File: config.mk
export PLATFORM = sky130hd
export DESIGN_NAME = fetch_queue
export DESIGN_NICKNAME = d
export VERILOG_FILES = /design/src/rtl/cpu_pkg.sv /design/src/rtl/fq_storage.sv /design/src/rtl/fetch_queue.sv
export SDC_FILE = /design/constraint.sdc
export NUM_CORES = 1
export LEC_CHECK = 0
export CELL_PAD_IN_SITES_DETAIL_PLACEMENT = 1
export CELL_PAD_IN_SITES_GLOBAL_PLACEMENT = 1
export CORE_UTILIZATION = 53
export CTS_BUF_LIST = sky130_fd_sc_hd__clkbuf_8
export DETAILED_ROUTE_END_ITERATION = 8
export PLACE_DENSITY = 0.94
export SLEW_MARGIN = 20
export SYNTH_ARGS = -nofsm -noshare
export SYNTH_HDL_FRONTEND = slang
export SYNTH_SLANG_ARGS = --single-unit
File: constraint.sdc
create_clock -name clk -period 4.2 [get_ports clk]
set_input_delay 0.84 -clock clk [delete_from_list [all_inputs] [get_ports clk]]
set_output_delay 0.84 -clock clk [all_outputs]
set_load 0.02 [all_outputs]
File: src/rtl/cpu_pkg.sv
// Shared CPU types and constants.
// Used by the fetch queue and its storage array.
package cpu_pkg;

  localparam int WORD_W   = 32;
  localparam int FQ_DEPTH = 4;

  localparam logic [WORD_W-1:0] BUBBLE_INSTR = 32'h0;

  typedef struct packed {
    logic [WORD_W-1:0] pc;
    logic [WORD_W-1:0] instr;
  } fq_entry_t;

endpackage

File: src/rtl/fq_storage.sv
// Fetch queue entry array.
// One synchronous write port, one async read port, no reset.
module fq_storage
  import cpu_pkg::*;
#(
  parameter int DEPTH = FQ_DEPTH,
  parameter int WIDTH = WORD_W,
  parameter int AW    = $clog2(DEPTH)
) (
  input  logic               clk,
  input  logic               we,
  input  logic [AW-1:0]      waddr,
  input  logic [2*WIDTH-1:0] wdata,
  input  logic [AW-1:0]      raddr,
  output logic [2*WIDTH-1:0] rdata
);

  logic [2*WIDTH-1:0] mem [DEPTH];

  // write the pushed {pc, instr} pair
  always_ff @(posedge clk) begin
    if (we) begin
      mem[waddr] <= wdata;
    end
  end

  assign rdata = mem[raddr];

endmodule

File: src/rtl/fetch_queue.sv
// Instruction prefetch queue between IF and ID.
// Decouples fetch from decode stalls; flushed on taken branch.
module fetch_queue
  import cpu_pkg::*;
#(
  parameter int DEPTH = FQ_DEPTH,
  parameter int WIDTH = WORD_W
) (
  input  logic                     clk,
  input  logic                     rst,
  input  logic                     flush,
  input  logic                     in_valid,
  input  logic [WIDTH-1:0]         in_pc,
  input  logic [WIDTH-1:0]         in_instr,
  output logic                     in_ready,
  output logic                     out_valid,
  output logic [WIDTH-1:0]         out_pc,
  output logic [WIDTH-1:0]         out_instr,
  input  logic                     out_ready,
  output logic [$clog2(DEPTH):0]   occupancy
);

  localparam int AW = $clog2(DEPTH);
  localparam int CW = AW + 1;

  logic [AW-1:0]      wr_ptr;
  logic [AW-1:0]      rd_ptr;
  logic [CW-1:0]      count;
  logic               push;
  logic               pop;
  logic [2*WIDTH-1:0] rd_data;

  assign in_ready  = (count != CW'(DEPTH));
  assign out_valid = (count != '0);
  assign push      = in_valid & in_ready & ~flush;
  assign pop       = out_valid & out_ready & ~flush;
  assign occupancy = count;

  fq_storage #(
    .DEPTH (DEPTH),
    .WIDTH (WIDTH),
    .AW    (AW)
  ) u_storage (
    .clk   (clk),
    .we    (push),
    .waddr (wr_ptr),
    .wdata ({in_pc, in_instr}),
    .raddr (rd_ptr),
    .rdata (rd_data)
  );

  // pointers and count; flush wins over push/pop
  always_ff @(posedge clk or negedge rst) begin
    if (!rst) begin
      wr_ptr <= '0;
      rd_ptr <= '0;
      count  <= '0;
    end else if (flush) begin
      wr_ptr <= '0;
      rd_ptr <= '0;
      count  <= '0;
    end else begin
      if (push) begin
        wr_ptr <= wr_ptr + 1'b1;
      end
      if (pop) begin
        rd_ptr <= rd_ptr + 1'b1;
      end
      count <= count + CW'(push) - CW'(pop);
    end
  end

  // head entry, or a bubble when empty
  always_comb begin
    out_pc    = '0;
    out_instr = WIDTH'(BUBBLE_INSTR);
    if (out_valid) begin
      out_pc    = rd_data[2*WIDTH-1:WIDTH];
      out_instr = rd_data[WIDTH-1:0];
    end
  end

  a_count_max: assert property (
    @(posedge clk) disable iff (!rst)
    count <= CW'(DEPTH)
  );

  a_valid_cnt: assert property (
    @(posedge clk) disable iff (!rst)
    out_valid == (count != '0)
  );

endmodule

---- After elaboration in Yosys (flattened, before gate mapping) ----
Memories as Yosys holds them, arrays and structs flattened.
Index checks and enable logic that the tools add are counted.
storage, ports and cells
  bits in registers ....................... 7
  RAM bits ................................ 256
  logic and storage cells ................. 26
  memories ................................ 1
memory list
  name           depth  width  rd ports  clocked after memory_dff  wr ports  line              source
  u_storage.mem  4      64     1         0                         1         fq_storage.sv:18  logic [2*WIDTH-1:0] mem [DEPTH];
cells by class
  $add $sub $neg .......................... 4
  equal/unequal tests ..................... 1
  muxes and demuxes ....................... 9
  bitwise gates (word level) .............. 5
  reductions and logical operators ........ 3
operator list
  operator               number
  $mux W32               2
  $mux W2                4
  $add A2 B1 Y2 const B  2
  $and A1 B1 Y1          4
  $reduce_bool A2 Y1     2
  $add A3 B1 Y3          1
  $mux W3                1
  $ne A3 B3 Y1 const B   1
  $reduce_bool A3 Y1     1
  $sub A3 B1 Y3          1
  $mux W1                2
  $not A1 Y1             1

---- Depth between registers and ports, before layout ----
Gate-level depths: netlist of run 1.
  depth after elaboration ................. 6
  depth in mapped cells ................... 11
  gate-level depth less buffers ........... 11

---- Modules after synthesis ----
A second synthesis of run 1 with hierarchy kept.
unflattened totals
  cells, all modules ...................... 446
  area total of the unflattened synthesis .. 10197.3 um^2
modules (own cells, without submodules)
  module       times used  cells an instance  area an instance (um^2)  sequential area each (um^2)
  fq_storage   1           338                9341.5                   7687.4
  fetch_queue  1           108                855.8                    175.2

---- Least setup slack after synthesis of run 1 ----
OpenSTA, ideal clock, no wires.
  path type ............................... input port to flip-flop
  from .................................... input port flush
  to ...................................... memory u_storage.mem[0][0] (netlist bit), enable pin
  setup time .............................. 0.429 ns
  arrival ................................. 2.898 ns
  slack ................................... 0.873 ns
  stages on the path ...................... 3
  path buffers ............................ 1
  cell sequence ........................... clkbuf_1 nor3_1 and2_1
between the ends
  word-level cells in the longest chain between the ends .. 4
ends and longest elaborated chain
  item                           line               source
  start, declared                fetch_queue.sv:11  input logic flush,
  $not A1 Y1                     fetch_queue.sv:35  assign push = in_valid & in_ready & ~flush;
  $and A1 B1 Y1                  fetch_queue.sv:35
  $mux W1                        fq_storage.sv:22   if (we) begin
  $mux W1 (not written as such)  fq_storage.sv:23   mem[waddr] <= wdata;
  end, declared                  fq_storage.sv:18
No other way between the ends.

---- Worst setup path in the final report of run 1 ----
  from .................................... register rd_ptr[0]
  to ...................................... output port out_pc[23]
between the ends
  word-level cells in the longest chain between the ends .. 2
ends and longest elaborated chain
  item                    line               source
  start, declared         fetch_queue.sv:27  logic [AW-1:0] rd_ptr;
  start signal, assigned  fetch_queue.sv:67  rd_ptr <= rd_ptr + 1'b1;
  $mem_v2 Z4 W64          -
  $mux W32                fetch_queue.sv:77  if (out_valid) begin
  end, declared           fetch_queue.sv:17  output logic [WIDTH-1:0] out_pc,
No other way between the ends.

==> impl_metrics.ini, run 1 <==
[outcome]
status = finished, final reports clean

[cells_and_area]
final_core_util_pct = 67.28
drive_gt1_share_pct = 19.75
final_nets = 697
diodes = 0
final_cells = 887
area_delta_synth_final_pct = 24.35
postLayoutCellArea_um2 = 12590

[pwr]
pwr-share-seq_pct = 41.8
total_power_mw = 7.625
power_switching_mw = 2.272
p_comb_share_pct = 31.8
power_leakage_nw = 4.114
internal_power_mw = 5.353
pwr-share-clk_pct = 26.4
switching_share_pct = 29.79
power.density_nw_per_um2 = 605.9
irDropWorstVdd_mv = 0.6791

[drt]
met3_length_um = 1147
vias = 4953
dr.pass1.iters = 4
met2WireLength_um = 10920
wl_met1_um = 8570
top_layer_used = met4
drc = 0
post_drt_wl_per_cell_um = 23.64
vias_per_cell = 5.584
wl_um = 20970
ant_nets = 0
drtIter0Drc = 216

[die]
dieArea_um2 = 19650
start_util_pct = 54.11
pin_count = 138
num_rows = 50
die_w_um = 140.2
fp.coreArea_um2 = 18710
die_h_um = 140.2

[sta]
relSlewSlack_pct = 56.95
fin_setup_tns_ps = 0
period_share_pct = 91.85
hold_viol_final = 0
maxSlewViolCount = 0
max_freq_ghz = 0.2592
finClkSkew_ps = 13.14
fin_crit_ps = 3858
rsz0062_at_grt = no
worst_pin_slew_ps = 645.8
setup_violations = 0

[place]
hpwl_um = 12610
portBuffers = 137
gp_congestion = 0.7130
placed_cells = 810
placed_cell_area_um2 = 11800

[critical_path]
reg2regPathDepth = 11
max_stage_delay_ps = 810
endpoint_kind = primary output
crit_slowest_cell = dfrtp_4
start_kind = register
crit_type = register to primary output
crit_fanout = 28
arrival_ps = 3020
rrSetupSlack_ps = 1310
cp.buffers_inverters = 2
worstReg2RegEnd = occupancy[2]
path_delay_family = buffers and inverters
critPathRequiredTime_ps = 3360
crit_chain = buf_4, mux4_2, and2_1, clkdlybuf4s50_1
r2r_start = occupancy[1]

[clocking]
ctsHoldBuffers = 0
cts_tree = built
clock_tree.buffer_depth = 3
clk-insertion-delay-late_ps = 530
cts_root_buffer = clkbuf_8
clk_pin_slew_worst_paths_ps = 60
htree_levels = 2
cts_setup_buffers = 0
post_cts_resized = 0
cts.sinks = 263
cts_buffers = 43

[logic_synthesis]
synth_top_area_share_pct = 75.96
yosysUniqueCellTypes = 22
synth_most_common_cell = edfxtp_1
syn_area_per_cell_um2 = 22.29
synth_area_leaders = edfxtp_1 76%, mux4_2 14%, and2_1 4.3%
synthFlopType = edfxtp_1
seq_area_frac_synth_pct = 77.69
yosysTopAreaCell = edfxtp_1
synth_edf_count = 256
synth_fp_nets = 530
syn_area_um2 = 10120
async_flop_share_pct = 2.662
yosysWarnings = 0
ys_seq_elements = 263
synth_common_cells = 256 x edfxtp_1, 69 x and2_1, 64 x mux4_2
netlist_instances = 454

[hold_path]
worstHoldPathType = primary input to asynchronous set/reset pin

[global_routing]
overflow = 0
grt_usage_pct = 22.12
grt_pass1_wl_um = 32110
grt_pass1_vias = 5599
grt_max_degree = 66
grt_antenna_before_repair = 0

[job]
cap_violations = 0
## layout make-up
class                   instances  area, um2
fillers                      1511       6120
multi-input cells             162       2117
well taps                     234      292.8
inverters                       7      26.28
clock inverters                31      147.6
clock buffers                  46      633.1
repair buffers                144       1499
flip-flops and latches        263       7870
## routing by layer
metal	vias up	track usage, %
met2	153	38.66
met5	-	0
met1	2595	27.58
li1	2173	-
met4	0	6.246
met3	32	5.504
## worst max-delay path by stage
stage                     depth (start not counted)                  end       from  slack [ps]
after floorplan                                   3  u_storage.mem[0][0]      flush         870
after global placement                           11         occupancy[2]      flush         830
after detailed placement                         11         occupancy[2]      flush         530
after CTS                                         4           out_pc[26]  rd_ptr[0]         250
after global routing                              4           out_pc[26]  rd_ptr[0]         180
final                                             4           out_pc[23]  rd_ptr[0]         340
## placed cells by master, fill, tap and decap left out, drive strengths merged
cell           instances
edfxtp               256
clkdlybuf4s50        137
and2                  69
mux4                  64
clkbuf                46
inv                   26
clkinv                11
buf                    7
dfrtp                  7
nor2                   6
ha                     6
xor2                   3
nor3                   2
nand2b                 2
or3                    2
nor3b                  1
o31ai                  1
nor2b                  1
o21ai                  1
a21oi                  1
mux2i                  1
o311ai                 1
fa                     1
bufinv                 1
## sequential cells by signal, indices dropped and copies added (netlist names)
register	flops
u_storage.mem	256
occupancy	3
rd_ptr	2
wr_ptr	2
## stage by stage
stage | hold slack, ps | setup WS (ps)
after floorplan | 544.4 | 872.8
after global placement | 569.8 | 831.2
after detailed placement | 615.7 | 527.8
after CTS | 555.9 | 254.5
after global routing | 569.2 | 175.8
final | 581.9 | 342.4
## cells by family after synthesis
group	after synthesis	synth area share, %
muxes	65	14.34
adders and majority gates	7	0.9395
AOI/OAI and AO/OA	4	0.2596
DFF	263	77.69
xor gates and xnor gates	3	0.2597
and+or+nand+nor	83	4.970
buffers and inverters	29	1.545
## power groups by stage
stage | sequential, mW | clock, mW | combinational [mW]
2_1_floorplan | 3.14 | 0 | 1.49
3_3_place_gp | 3.22 | 0 | 2.38
3_5_place_dp | 3.25 | 0 | 2.45
4_1_cts | 3.20 | 2.07 | 2.46
5_1_grt | 3.22 | 2.16 | 2.57
6_report | 3.19 | 2.01 | 2.42
No activity file was read; power rests on OpenSTA's default activity.
==> run 2, diff against run 1 <==
--- a/config.mk
+++ b/config.mk
@@ -14,4 +14,5 @@
 export SLEW_MARGIN = 20
 export SYNTH_ARGS = -nofsm -noshare
 export SYNTH_HDL_FRONTEND = slang
+export SYNTH_HIERARCHICAL = 1
 export SYNTH_SLANG_ARGS = --single-unit
==> run 2 against run 1 <==
Against the previous run: via count is 1.4% lower; fmax is 4.5% higher; area after synthesis is 0.75% higher; sequential share of layout area is 0.54 points higher; combinational power is 5% lower; cell count is 1.1% lower; die area is 0.74% higher; final area is 0.85% lower; non-clock buffer count stayed put; worst hold slack better by 16 ps; power is 3.7% lower; sequential cell count stayed put; largest cell class unchanged.
==> impl_metrics.ini, run 2 <==
[cells_and_area]
drive_gt1_share_pct = 18.97
final_nets = 684
ff_latch_area_um2 = 7870
diodes = 0
area_delta_synth_final_pct = 22.37
top_register = u_storage/mem
most-common-layout-cells = 256 x edfxtp_1, 137 x clkdlybuf4s50_1, 64 x and2_1, 60 x mux4_2, 43 x clkbuf_8
final_common_cell = edfxtp_1
fillers = 1545
multi_input_area_um2 = 2115
largest_reg_flops = 256
postLayoutCellArea_um2 = 12480

[logic_synthesis]
yosysWarnings = 6
synthAdderAreaFrac_pct = 0.4417
synth_most_common_cell = edfxtp_1
seq_area_frac_synth_pct = 77.10
yosysUniqueCellTypes = 28
synth_fp_nets = 518
synth_top_family_by_area = multiplexers
synth-compound-area-share_pct = 0.1595
syn_area_per_cell_um2 = 22.86
synth_common_cells = 256 x edfxtp_1, 64 x and2_1, 60 x mux4_2
synthFlopType = edfxtp_1
netlist_instances = 446
yosys.area_share.xor_xnor_pct = 0.3436
ys_seq_elements = 263
yosysTopAreaCell = edfxtp_1
synth_top_area_share_pct = 75.39
synth_area_leaders = edfxtp_1 75%, mux4_2 13%, and2_1 3.9%
synthMuxAreaShare_pct = 14.50
synthSimpleGateAreaFrac_pct = 5.006
synth_edf_count = 256
async_flop_share_pct = 2.662
syn_area_um2 = 10200

[global_routing]
grt_pass1_vias = 5537
overflow = 0
grt_antenna_before_repair = 1
grt_usage_pct = 21.86
grt_max_degree = 66
grt_pass1_wl_um = 31750

[pwr]
power.density_nw_per_um2 = 588.3
irDropWorstVdd_mv = 0.3774
power_leakage_nw = 4.029

[sta]
hold_viol_final = 0
finClkSkew_ps = 17.06
fin_crit_ps = 3690
setup_violations = 0
period_share_pct = 87.85
maxSlewViolCount = 0
relSlewSlack_pct = 31.44
rsz0062_at_grt = no
worst_pin_slew_ps = 1028
fin_setup_tns_ps = 0
max_freq_ghz = 0.2710

[clocking]
cts_setup_buffers = 0
cts_buffers = 42
clk_pin_slew_worst_paths_ps = 60
clock_tree.buffer_depth = 3
cts.sinks = 263
post_cts_resized = 0
cts_tree = built
clk-insertion-delay-late_ps = 520
ctsHoldBuffers = 0
htree_levels = 2
cts_root_buffer = clkbuf_8

[drt]
wl_um = 20800
drc = 0
dr.pass1.iters = 4
drtIter0Drc = 308
ant_nets = 0
vias = 4885
vias_per_cell = 5.570
post_drt_wl_per_cell_um = 23.72

[hold_path]
worstHoldPathType = primary input to asynchronous set/reset pin

[die]
die_h_um = 140.7
start_util_pct = 54.33
dieArea_um2 = 19800
fp.coreArea_um2 = 18770
die_w_um = 140.7
pin_count = 138
num_rows = 50

[place]
placed_cell_area_um2 = 11760
portBuffers = 137
hpwl_um = 12850
gp_congestion = 0.7209

[outcome]
status = finished, final reports clean

[critical_path]
cp-startpoint = rd_ptr[0]
arrival_ps = 2850
crit_type = register to primary output
critPathRequiredTime_ps = 3360
reg2regPathDepth = 10
start_kind = register
r2r_start = occupancy[1]
endpoint_kind = primary output
crit_fanout = 37

[job]
cap_violations = 0
-- run 2: changes by cell type after synthesis, sizes merged, moves of 4 or more --
cell | before | now
buf | 13 | 19
and2 | 69 | 64
clkbuf | 9 | 3
ha | 6 | 2
inv | 7 | 2
-- run 2: cells by family after synthesis --
| logic type | count (synthesis) |
|---|---|
| adders and majority gates | 3 |
| DFF | 263 |
| AOI/OAI and AO/OA | 2 |
| buffers and inverters | 24 |
| muxes | 66 |
| xor gates and xnor gates | 4 |
| and+or+nand+nor | 84 |
-- run 2: worst max-delay path: stages (launching register included) --
cell,delay (ps)
dfrtp_4,690
buf_12,350
mux4_2,550
and2_1,170
clkdlybuf4s50_1,540
-- run 2: per-stage QoR --
step                      total power, mW  instances  worst slack (ps)  hold WS, ps  util [%]
after floorplan                     4.692        446             18.19        503.7         -
after global placement              5.464        802              1007        669.8     62.63
after detailed placement            5.552        802             950.3        712.8     62.63
after CTS                           7.426        877             383.9        571.1     66.47
after global routing                7.636        877             301.3        583.5     66.49
final                               7.341        877             510.2        597.7     66.49
-- run 2: final cells by class --
class | count | share of cell area [%]
Timing Repair Buffer | 144 | 11.81
Clock inverter | 32 | 1.023
Tap cell | 234 | 2.346
Inverter | 2 | 0.06016
Sequential cell | 263 | 63.07
Clock buffer | 43 | 4.743
Multi-Input combinational cell | 159 | 16.95
-- run 2: layer usage --
metal,share of wire [%],track usage (%)
met1,42,28.07
met2,51,37.16
met3,5.4,5.129
met4,1.8,7.094
met5,0,0
-- run 2: worst paths after layout --
| check | to | slack (ps) |
|---|---|---|
| min reg2reg | wr_ptr[1] | 730 |
| max reg2reg | occupancy[2] | 1800 |
| max in group asynchronous | rd_ptr[1] | 3300 |
| max | out_pc[21] | 510 |
| min | occupancy[0] | 600 |
| min in group clk | wr_ptr[1] | 730 |
-- run 2: where the power goes --
part           switching, mW  total, mW  internal [mW]
registers              0.114       3.15           3.04
logic                   1.13       2.31           1.18
clock network          0.928       1.88          0.947
